--- src/rtl/latch_arbiter.sv ---
// Round-robin arbiter and write sequencer for a shared holding register.
// One requester at a time is granted, its data loaded into Q, then priority rotates.
module latch_arbiter #(
  parameter int unsigned NREQ  = 4,
  parameter int unsigned WIDTH = 8,
  localparam int unsigned OW   = (NREQ > 1) ? $clog2(NREQ) : 1
) (
  input  logic                  Clock,
  input  logic                  Resetn,
  input  logic [NREQ-1:0]       Req,
  input  logic [NREQ*WIDTH-1:0] Din,
  input  logic                  Hold,
  output logic [WIDTH-1:0]      Q,
  output logic [NREQ-1:0]       Grant,
  output logic [NREQ-1:0]       Ack,
  output logic [OW-1:0]         Owner,
  output logic                  Busy
);

  typedef enum logic [1:0] {
    S_IDLE    = 2'd0,
    S_LOAD    = 2'd1,
    S_RELEASE = 2'd2
  } state_t;

  state_t           state_q;
  logic [WIDTH-1:0] q_q;
  logic [NREQ-1:0]  grant_q;
  logic [NREQ-1:0]  ack_q;
  logic [OW-1:0]    owner_q;
  logic [OW-1:0]    ptr_q;
  logic             busy_q;

  logic             win_vld_d;
  logic [OW-1:0]    win_idx_d;
  logic [NREQ-1:0]  win_oh_d;
  logic [OW-1:0]    ptr_d;
  logic [31:0]      idx;

  // Rotating search: first set request at Ptr, Ptr+1, ... modulo NREQ.
  always_comb begin
    win_vld_d = 1'b0;
    win_idx_d = '0;
    idx       = '0;
    for (int unsigned i = 0; i < NREQ; i++) begin
      idx = (32'(ptr_q) + 32'(i)) % 32'(NREQ);
      if (!win_vld_d && Req[OW'(idx)]) begin
        win_vld_d = 1'b1;
        win_idx_d = OW'(idx);
      end
    end
    win_oh_d = NREQ'(1) << win_idx_d;
    ptr_d    = (32'(owner_q) == 32'(NREQ - 1)) ? '0 : owner_q + OW'(1);
  end

  always_ff @(posedge Clock or negedge Resetn) begin
    if (!Resetn) begin
      state_q <= S_IDLE;
      q_q     <= '0;
      grant_q <= '0;
      ack_q   <= '0;
      owner_q <= '0;
      ptr_q   <= '0;
      busy_q  <= 1'b0;
    end else begin
      ack_q <= '0;
      case (state_q)
        S_IDLE: begin
          if (!Hold && win_vld_d) begin
            grant_q <= win_oh_d;
            owner_q <= win_idx_d;
            busy_q  <= 1'b1;
            state_q <= S_LOAD;
          end
        end
        S_LOAD: begin
          // A withdrawn request aborts without touching Q or priority.
          if (Req[owner_q]) begin
            q_q     <= Din[32'(owner_q)*WIDTH +: WIDTH];
            ack_q   <= grant_q;
            ptr_q   <= ptr_d;
            state_q <= S_RELEASE;
          end else begin
            grant_q <= '0;
            busy_q  <= 1'b0;
            state_q <= S_IDLE;
          end
        end
        S_RELEASE: begin
          if (!Req[owner_q]) begin
            grant_q <= '0;
            busy_q  <= 1'b0;
            state_q <= S_IDLE;
          end
        end
        default: begin
          grant_q <= '0;
          busy_q  <= 1'b0;
          state_q <= S_IDLE;
        end
      endcase
    end
  end

  assign Q     = q_q;
  assign Grant = grant_q;
  assign Ack   = ack_q;
  assign Owner = owner_q;
  assign Busy  = busy_q;

endmodule

--- config.mk ---
export PLATFORM = sky130hd
export DESIGN_NAME = latch_arbiter
export DESIGN_NICKNAME = d
export VERILOG_FILES = /design/src/rtl/latch_arbiter.sv
export SDC_FILE = /design/constraint.sdc
export NUM_CORES = 1
export LEC_CHECK = 0
export ABC_CLOCK_PERIOD_IN_PS = 3900
export BUFFER_PORTS_ARGS = -buffer_cell sky130_fd_sc_hd__buf_4
export CORE_MARGIN = 2
export CORE_UTILIZATION = 49
export DETAILED_ROUTE_END_ITERATION = 10
export GPL_TIMING_DRIVEN = 0
export PLACE_DENSITY = 0.85
export SLEW_MARGIN = 40
export SYNTH_ARGS = -nofsm -noshare
export SYNTH_HDL_FRONTEND = slang
export SYNTH_SLANG_ARGS = --single-unit
--- constraint.sdc ---
create_clock -name Clock -period 3.9 [get_ports Clock]
set_input_delay 0.39 -clock Clock [delete_from_list [all_inputs] [get_ports Clock]]
set_output_delay 0.39 -clock Clock [all_outputs]
set_load 0.01 [all_outputs]
==> impl_metrics.csv <==
group,metric,value,unit
yosys,async_flop_share,100.0,%
yosys,synth.net_count,156,
floorplan,num_rows,18,
yosys,ys_warn_count,0,
global_route,grt_pass1_vias,1181,
setup_path,crit_path_start_kind,"flip-flop",
placement,dpl_cell_area,1728,sq um
cts,clk_pin_slew_worst_paths,0.12,ns
final_layout,diodes,0,
timing,hold_ws,0.3980,ns
timing,skew,0.001267,ns
yosys,synth_xor_area_share,0,%
setup_path,worst-r2r-setup-slack,2.18,ns
floorplan,dieWidth,54.76,um
setup_path,slowest_stage,"nor4_1",
routing,ant_nets,0,
timing,min_period,1.719,ns
placement,detailed_place_hpwl,2.505,mm
yosys,netlist_instances,112,
routing,viasPerCell,5.412,
yosys,synth-compound-area-share,11.20,%
timing,relSlewSlack,63.68,%
yosys,synth_edf_count,0,
yosys,synth.most_common_cell,"nand2_1",
cts,htree_levels,1,
global_route,groute.usage.overall,23.77,%
power_and_ir_drop,finalPower,1.137,mW
timing,hold_viol,0,
final_layout,utilization,71.92,%
timing,grt_setup_unrepaired,"false",
routing,avgRoutedWirePerCell,15.11,um
routing,routed_wl,3.083,mm
yosys,syn_avg_cell_area,11.27,sq um
job,drv_cap,0,
cts,clkSinkCount,23,
routing,drt-initial-drc-count,7,
cts,cts_buffers,3,
yosys,synthAdderAreaFrac,4.955,%
routing,vias,1104,
yosys,synthSimpleGateAreaFrac,16.25,%
setup_path,critPathCaptureType,"flip-flop",
cts,tritoncts,"done",
setup_path,timing.rr.start,"state_q[1]$_DFFE_PN0P_",
yosys,synthMuxAreaShare,18.63,%
global_route,grt_pass1_wl,5.016,mm
cts,cts-root-buf,"clkbuf_4",
setup_path,crit_path_start,"state_q[1]$_DFFE_PN0P_",
setup_path,path_buf_inv,2,
yosys,yosysUniqueCellTypes,29,
placement,port_buffers,57,
power_and_ir_drop,ir_drop,582.8,uV
setup_path,reg2reg_to,"Grant[2]$_DFFE_PN0P_",
routing,dr.pass1.iters,4,
global_route,grt_overflow,0,
yosys,yosys_register_bits,23,
timing,slew_viol_final,0,
setup_path,arrival,1.97,ns
setup_path,crit_path_frequent_cell,"inv_1",
yosys,yosysTopAreaCellShare,45.59,%
setup_path,path_class,"flip-flop to flip-flop",
placement,gp_congestion,0.7586,
floorplan,initial_core_util,51.43,%
global_route,antenna_found_initial,0,
setup_path,critPathMaxFanout,4,
floorplan,io_pins,58,
power_and_ir_drop,p_leak,0.9092,nW
setup_path,path_cells,"inv_1 > ha_1 > inv_1 > nor4_1 > nor2b_1 > a22o_1",
timing,setup_tns,0,ns
floorplan,die_y,54.76,um
yosys,synth_commonest_cells,"nand2_1, dfrtp_1, mux4_2",
cts,cts_setup_buffers,0,
routing,route.detailed.drc,0,
cts,clkLatencyLatePin,0.30,ns
status,status,"finished, final reports clean",
setup_path,worstPathRequired,4.15,ns
yosys,ys_seq_area_share,45.59,%
timing,setup_viol,0,
yosys,synth_area_leader_cell,"dfrtp_1",
cts,clockBufferDepth,2,
yosys,synth_area_leaders,"dfrtp_1, mux4_2, nand2_1",
cts,cts_resized,0,
timing,max_clock_freq,0.5818,GHz
final_layout,drive_above_1_share,47.13,%
final_layout,area_growth,39.84,%
floorplan,coreArea,2455,sq um
setup_path,r2r.worst_path.cells,6,
setup_path,cp.depth,6,
yosys,synth_area,1262,sq um
global_route,grt_max_degree,24,
setup_path,crit_end,"Grant[2]$_DFFE_PN0P_",
setup_path,cpPeakStageDelay,0.52,ns
timing,finalCritPeriodShare,44.07,%
floorplan,dieArea,2999,sq um
setup_path,crit_family,"simple AND/OR/NAND/NOR gates",
final_layout,final_nets,219,
yosys,synth_top_family_by_area,"multiplexers",
yosys,synth_ff_type,"dfrtp_1",
final_layout,design_area,1765,sq um
timing,worst_pin_slew,0.5399,ns
min_path,hold_path_class,"primary input to flip-flop",
power_and_ir_drop,power_density,644.2,nW/um^2
==> cell type report <==
| class | count | area [sq um] |
|---|---|---|
| fillers | 186 | 689.4 |
| multi-input cells | 81 | 644.4 |
| flip-flops and latches | 23 | 575.6 |
| repair buffers | 58 | 437.9 |
| well taps | 30 | 37.54 |
| plain buffers | 3 | 23.77 |
| clock buffers | 3 | 22.52 |
| inverters | 5 | 18.77 |
| clock inverters | 1 | 5.005 |
==> how the worst min path moves through the flow <==
stage | startpoint | to | slack [ns] | cells after the start
final | Hold | Grant[1]$_DFFE_PN0P_ | 0.40 | 4
after detailed placement | Resetn | Grant[0]$_DFFE_PN0P_ | 0.30 | 1
after CTS | Hold | Grant[1]$_DFFE_PN0P_ | 0.39 | 4
after global routing | Hold | Grant[0]$_DFFE_PN0P_ | 0.41 | 4
after global placement | Resetn | Ack[2]$_DFF_PN0_ | 0.29 | 1
after floorplan | Resetn | Ack[0]$_DFF_PN0_ | 0.09 | 0
==> stage by stage <==
step / std cells / setup slack (ns)
after CTS: 204 / 2.192
after global routing: 204 / 2.018
final: 204 / 2.181
after detailed placement: 199 / 2.188
after global placement: 199 / 2.192
after floorplan: 112 / 2.345
==> kinds of logic (layout without fill, tap and decap cells) <==
logic type,Yosys count,in the layout
compound gates,19,19
fa+ha+maj,5,5
buf+inv,8,70
flops,23,23
mux,12,12
simple gates,45,45
==> worst register-to-register path, delay by kind of cell (launching register included) <==
family                   cells  cell delay (ns)
AO/OA/AOI/OAI                1             0.13
adder cells (fa/ha/maj)      1             0.20
buffers and inverters        2             0.20
flip-flops                   1             0.44
AND/OR/NAND/NOR              2             0.72
==> sequential cells by signal, indices dropped and copies added (netlist names) <==
signal / flops
state_q: 2
Busy: 1
Ack: 4
Owner: 2
Q: 8
Grant: 4
ptr_q: 2
==> routing by layer <==
layer / GRT usage (%) / share of wire [%] / vias up
li1: - / - / 525
met1: 26.10 / 38 / 539
met2: 44.64 / 57 / 30
met3: 4.645 / 3.4 / 10
met4: 8.333 / 2.1 / 0
met5: 0 / 0 / -
==> timing repair <==
action,in CTS,in global routing
hold endpoints to repair,23,0
endpoints found under the setup margin,0,0
hold buffers,1,0
==> power breakdown <==
part / switching, mW / internal (mW) / leakage (nW)
Sequential: 0.0724 / 0.330 / 0.297
Combinational: 0.307 / 0.320 / 0.595
Clock: 0.0694 / 0.0383 / 0.0177
==> placed cells by master, fill, tap and decap left out <==
cell	instances
dlygate4sd3_1	1
ha_1	5
mux2i_1	1
mux4_2	9
o21ai_2	2
a22o_1	1
o2bb2ai_1	2
a32o_1	1
inv_1	5
nand2b_1	1
nor2_1	1
nor2b_1	1
nand2_2	2
nor4_1	2
clkinv_2	1
a21o_1	1
buf_4	58
nor3b_1	1
and3_1	4
and2_4	1
o21ai_0	3
o2bb2a_1	1
dfrtp_1	23
a221oi_2	1
a21oi_1	6
a21bo_2	1
nand2_1	31
clkbuf_4	3
mux2_2	2
buf_2	1
or3_1	1
buf_6	1
Power figures use the tool's default switching activity.
